File: config.mk
export PLATFORM = sky130hd
export DESIGN_NAME = id_inst_queue
export DESIGN_NICKNAME = d
export VERILOG_FILES = /design/src/rtl/id_inst_queue.sv
export SDC_FILE = /design/constraint.sdc
export NUM_CORES = 1
export LEC_CHECK = 0
export ABC_AREA = 1
export CAP_MARGIN = 20
export CORE_ASPECT_RATIO = 1.25
export CORE_UTILIZATION = 50
export DETAILED_ROUTE_END_ITERATION = 10
export MAX_ROUTING_LAYER = met4
export PLACE_DENSITY = 0.8
export SYNTH_ARGS = -nofsm -noshare
export SYNTH_HDL_FRONTEND = slang
export SYNTH_SLANG_ARGS = --single-unit
File: constraint.sdc
create_clock -name clk -period 7.4 [get_ports clk]
set_input_delay 2.22 -clock clk [delete_from_list [all_inputs] [get_ports clk]]
set_output_delay 2.22 -clock clk [all_outputs]
set_load 0.005 [all_outputs]
File: src/rtl/id_inst_queue.sv
// Instruction queue between IF and ID: buffers (pc, inst) pairs and keeps the MIPS delay slot on flush.
// Optional same-cycle IF-to-ID bypass on an empty queue via `define ID_QUEUE_BYPASS_EN.
module id_inst_queue #(
  parameter int DEPTH  = 4,
  parameter int PTR_W  = 2,
  parameter int PC_W   = 32,
  parameter int INST_W = 32
) (
  input  logic              clk,
  input  logic              rst,
  input  logic              if_valid,
  input  logic [PC_W-1:0]   if_pc,
  input  logic [INST_W-1:0] if_inst,
  output logic              if_ready,
  output logic              id_valid,
  output logic [PC_W-1:0]   id_pc,
  output logic [INST_W-1:0] id_inst,
  input  logic              id_ready,
  input  logic              flush,
  output logic [PTR_W:0]    count,
  output logic              stallreq
);

  localparam logic [0:0] NORMAL  = 1'b0;
  localparam logic [0:0] WAIT_DS = 1'b1;

  localparam logic [PTR_W:0] CNT_FULL = (PTR_W+1)'(DEPTH);
  localparam logic [PTR_W:0] CNT_ONE  = (PTR_W+1)'(1);
  localparam logic [PTR_W:0] CNT_TWO  = (PTR_W+1)'(2);

  logic [PC_W-1:0]   mem_pc   [DEPTH];
  logic [INST_W-1:0] mem_inst [DEPTH];
  logic [PTR_W-1:0]  wr_ptr, rd_ptr;
  logic [0:0]        state;

  logic empty, full, push, pop, flush_pop, bypass_take;

  always_comb begin
    empty    = (count == '0);
    full     = (count == CNT_FULL);
    if_ready = !full;
    stallreq = full;
`ifdef ID_QUEUE_BYPASS_EN
    id_valid    = !empty || if_valid;
    bypass_take = empty && if_valid && id_ready;
    if (empty) begin
      id_pc   = if_valid ? if_pc   : '0;
      id_inst = if_valid ? if_inst : '0;
    end else begin
      id_pc   = mem_pc[rd_ptr];
      id_inst = mem_inst[rd_ptr];
    end
`else
    id_valid    = !empty;
    bypass_take = 1'b0;
    id_pc       = empty ? '0 : mem_pc[rd_ptr];
    id_inst     = empty ? '0 : mem_inst[rd_ptr];
`endif
    // A bypassed head is consumed straight from IF and never touches storage.
    push      = if_valid && if_ready && !bypass_take;
    pop       = id_valid && id_ready && !bypass_take;
    flush_pop = pop && flush;
  end

  always_ff @(posedge clk) begin
    if (rst) begin
      wr_ptr <= '0;
      rd_ptr <= '0;
      count  <= '0;
      state  <= NORMAL;
    end else if (bypass_take) begin
      state <= flush ? WAIT_DS : NORMAL;
    end else if (flush_pop && count >= CNT_TWO) begin
      // Keep only the delay slot behind the branch; any same-cycle push is dropped.
      rd_ptr <= rd_ptr + PTR_W'(1);
      wr_ptr <= rd_ptr + PTR_W'(2);
      count  <= CNT_ONE;
      state  <= NORMAL;
    end else begin
      if (push) begin
        mem_pc[wr_ptr]   <= if_pc;
        mem_inst[wr_ptr] <= if_inst;
        wr_ptr           <= wr_ptr + PTR_W'(1);
      end
      if (pop)
        rd_ptr <= rd_ptr + PTR_W'(1);
      case ({push, pop})
        2'b10:   count <= count + CNT_ONE;
        2'b01:   count <= count - CNT_ONE;
        default: count <= count;
      endcase
      if (flush_pop && !push)
        state <= WAIT_DS;
      else if (push)
        state <= NORMAL;
    end
  end

endmodule

## After elaboration in Yosys (flattened, before gate mapping)

Memories as Yosys holds them, arrays and structs flattened. A register that Yosys moved wholly into a read port is not among the register bits.
Index checks and enable logic that the tools add are counted.

- Memory bits (writable): 256
- Memories: 2
- Flip-flop bits (word level): 7
- Input bits: 69

- Multiplexer cells: 16
- Reduce and logical (&&, ||, !) cells: 12
- Eq/ne operators: 3
- Add/subtract/negate cells: 5
- Magnitude comparators: 1

Memory list:

| memory | words | width | read ports | clocked after Yosys merged registers in | write ports | line | RTL |
|---|---|---|---|---|---|---|---|
| mem_inst | 4 | 32 | 1 | 1 | 1 | 32 | `logic [INST_W-1:0] mem_inst [DEPTH];` |
| mem_pc | 4 | 32 | 1 | 1 | 1 | 31 | `logic [PC_W-1:0] mem_pc [DEPTH];` |

Operators by type and width:

| cell | number |
|---|---|
| 2-to-1 mux 32 bit | 2 |
| 2-to-1 mux 2 bit | 8 |
| one-hot mux 3 bit (2 select lines) | 1 |
| nonzero test 2 bit | 3 |
| 2-to-1 mux 1 bit | 5 |
| adder 2 x 1 -> 2 bit, second input constant | 2 |
| logical AND 1 bit | 4 |
| adder 3 x 1 -> 3 bit, second input constant | 1 |
| == test 3 bit, second input constant | 1 |
| greater-or-equal comparator 3 x 2 -> 1 bit, second input constant | 1 |
| logical NOT 3 bit | 1 |
| nonzero test 3 bit | 1 |
| subtractor 3 x 1 -> 3 bit, second input constant | 1 |
| adder 2 bit, second input constant | 1 |
| == test 2 x 1 -> 1 bit, second input constant | 1 |
| == test 2 bit, second input constant | 1 |
| logical NOT 1 bit | 2 |
| OR reduction 2 bit | 1 |

## Depth between registers and ports, before layout

- Word-level depth: 8
- Mapped depth: 12
- Mapped depth without buffers: 12

## Worst setup path before layout

OpenSTA, ideal clock, no wires.

- Path kind: input port to flip-flop
- Start point: input port flush
- End point: memory mem_inst[0][0] (enable)
- Path slack: 1.598 ns
- Data arrival time: 5.315 ns
- Stages: 5
- Required time: 6.914 ns
- Cells stage by stage: nand2_1 > inv_1 > nand2_1 > nand3_1 > nor2_1

- Longest elaborated chain between the ends: 5

RTL lines:

| element | line | RTL |
|---|---|---|
| from (decl) | 19 | `input logic flush,` |
| logical AND 1 bit | 62 | `flush_pop = pop && flush;` |
| logical AND 1 bit | 73 | `end else if (flush_pop && count >= CNT_TWO) begin` |
| 2-to-1 mux 1 bit | 73 |  |
| 2-to-1 mux 1 bit | 66 | `if (rst) begin` |
| 2-to-1 mux 1 bit (not written as such) | 82 | `mem_inst[wr_ptr] <= if_inst;` |
| to (decl) | 32 |  |

Every way passes these cells.

==> results.txt <==
run status - finished clean
post-DR vias/cell - 5.431
Routed WL per cell - 18.64 um
Row Count - 58
Synth Area in Compound Gates - 0.09707
core area - 0.02032 mm^2
Post-Syn Nets - 912
Longest Clk Path Bufs - 3
DP HPWL - 13450 um
Max-Cap Viols - 0
Setup CP Type - reg -> out
simple-gate share of the synthesized area - 0.1050
Die ar. - 0.02152 mm^2
Post-Synth Adder-Cell Area - 0.009085
register area - 0.007873 mm^2
Hold Path Cell Cnt - 2
sequential share of the synthesized area - 0.7517
#FFs+latches synth - 265
largest net degree at the start of global routing - 82
mux share of post-synthesis cell area - 0
CTS tree - built
largest family of logic cells by synthesized area - simple AND/OR/NAND/NOR gates
antenna violation net count after detailed routing - 0
first-pass GRT wire length - 36030 um
Synth warnings - 0
gr usage total - 0.2230
CP max FO - 81
postcts setup bufs - 0
R2R Path Start - count[1]$_SDFFE_PP0P_
CP arrival - 3780 ps
synthesized area per cell - 12.52 um^2
setup ws final - 1398 ps
CP Launch Type - flip-flop
worst slew pin tran - 1034 ps
Area Growth Syn to Fin - 22.06%
fraction of layout cells with a size suffix above 1 - 0.05112
DP Worst Slack - 1906 ps
period utilisation layout - 0.8110
Hold Path Class - reg -> reg
Residual DRC - 0
GP Congestion - 0.8041
number of antenna violations at the first check in global routing - 0
Clk Tree Root Cell - clkbuf_16
Core Util, Final - 0.6287
final hold slack - 538.0 ps
Die X - 131.4 um
hold_sp - wr_ptr[1]$_SDFFE_PP0P_
Syn Inst Count - 836
worst reg2reg setup slack - 4290 ps
area of the multi-input gates - 0.002248 mm^2
remaining global-route overflow - 0
initial DRC count - 614
vias in the first global route - 6889
minimum clock period - 6002 ps
post-synth cell types - 21
reg2reg end - mem_pc[0][1]$_DFFE_PP_
clk_lat worst skew - 510 ps
Clock Sinks - 265
Fill cells - 1497
Fin. Hold Viols - 0
Worst EP required - 5180 ps
Layout Skew - 10.45 ps
RSZ-0062 raised after global routing - no
setup TNS - 0 ps
Setup-failing EPs final - 0
Die Span Y - 163.8 um
crit path capture type - output port
final net count - 1040
Antenna Cells - 0
mapped cell area - 0.01047 mm^2
drt first pass iters - 5
Post-CTS Hold Fix Bufs - 0
Final Max Slew Viols - 0
Detailed Route WL - 23260 um
Post-Synth XOR/XNOR Area - 0.0008368
Slew headroom - 0.3090
clock-pin slew on the worst setup and hold paths - 60 ps
clock buffer count from CTS - 25
leakage - 4.331 nW
Initial Util - 0.5151
Pwr Density - 343.0 mW/mm^2
H-tree depth - 1
Register-to-Register Path Depth - 7
Ports - 139
post-CTS sizing - 0
DR vias - 6778
IO Port Bufs - 138
Hold EP - wr_ptr[1]$_SDFFE_PP0P_
peak supply drop - 0.3727 mV
fmax - 166.6 MHz
## worst max-delay path, cell delays in order (launching register included)
cell,delay [ps]
dfxtp_4,780
clkinv_2,960
buf_4,590
o21ai_0,240
a21oi_1,120
clkdlybuf4s50_1,500
## metrics by stage
stage	area, um^2	total power [mW]	std cells
floorplan	10470	2.531	836
global placement	12000	3.156	1207
detailed placement	12000	3.189	1207
CTS	12770	4.413	1248
global route	12770	4.591	1248
finish	12770	4.382	1248
## where the power goes
| part | internal, mW | leakage [nW] | switching, mW |
|---|---|---|---|
| clock | 0.717 | 0.377 | 0.504 |
| sequential | 1.77 | 2.40 | 0.0677 |
| combinational | 0.590 | 1.56 | 0.732 |
| total | 3.08 | 4.33 | 1.30 |
## final cells by class
cell class / instances / area share
multi-input cells: 501 / 0.1760
clock inverters: 13 / 0.01058
clock buffers: 28 / 0.04985
inverters: 23 / 0.006856
repair buffers: 148 / 0.1140
flip-flops and latches: 265 / 0.6163
well taps: 270 / 0.02644
## sequential cells by signal (all words and copies together), names as in the netlist, named ones only
signal    flops
mem_inst    128
mem_pc      128
count         3
rd_ptr        2
wr_ptr        2
## synthesized netlist by cell type, drive strengths merged
| library cell | instances | share of area |
|---|---|---|
| nor2 | 268 | 0.096 |
| edfxtp | 256 | 0.73 |
| o21ai | 134 | 0.064 |
| a21oi | 69 | 0.033 |
| buf | 33 | 0.023 |
| inv | 23 | 0.0082 |
| nand2 | 16 | 0.0057 |
| clkbuf | 14 | 0.0051 |
| dfxtp | 9 | 0.017 |
| ha | 6 | 0.0072 |
| nand3 | 4 | 0.0019 |
| fa | 1 | 0.0019 |
| nand3b | 1 | 0.00072 |
| nor3 | 1 | 0.00048 |
| xor2 | 1 | 0.00084 |
## placed cells by master (no fill, tap or decap), drive strengths merged
cell type	synthesis	final
nand3	4	4
nand3b	1	1
clkdlybuf4s50	0	138
clkinv	0	10
edfxtp	256	256
dfxtp	9	9
buf	33	10
inv	23	23
fa	1	1
nor3	1	1
nand2	16	16
o21ai	134	134
xor2	1	1
ha	6	6
a21oi	69	69
clkbuf	14	28
bufinv	0	3
nor2	268	268
## kinds of logic after synthesis
group,after synthesis
simple gates,290
flops,265
compound gates,203
buf+inv,70
fa+ha+maj,7
xor+xnor,1
## worst max path at each step
stage	to	slack [ps]	from
2_1_floorplan	mem_inst[0][0]$_DFFE_PP_	1600	flush
6_report	id_pc[2]	1400	flip-flop
4_1_cts	id_inst[20]	1340	flip-flop
5_1_grt	id_pc[3]	1110	flip-flop
3_3_place_gp	id_pc[2]	2060	flip-flop
3_5_place_dp	id_inst[20]	1910	flip-flop
## per-layer routing
layer | GRT usage | wire [um] | vias to the layer above
met3 | 0.03765 | 1467 | 45
met2 | 0.3877 | 12000 | 250
met4 | 0.07188 | 571 | 0
met1 | 0.2657 | 9227 | 3290
li1 | - | - | 3193
met5 | - | 0 | -
(Power assumes the default switching activity.)
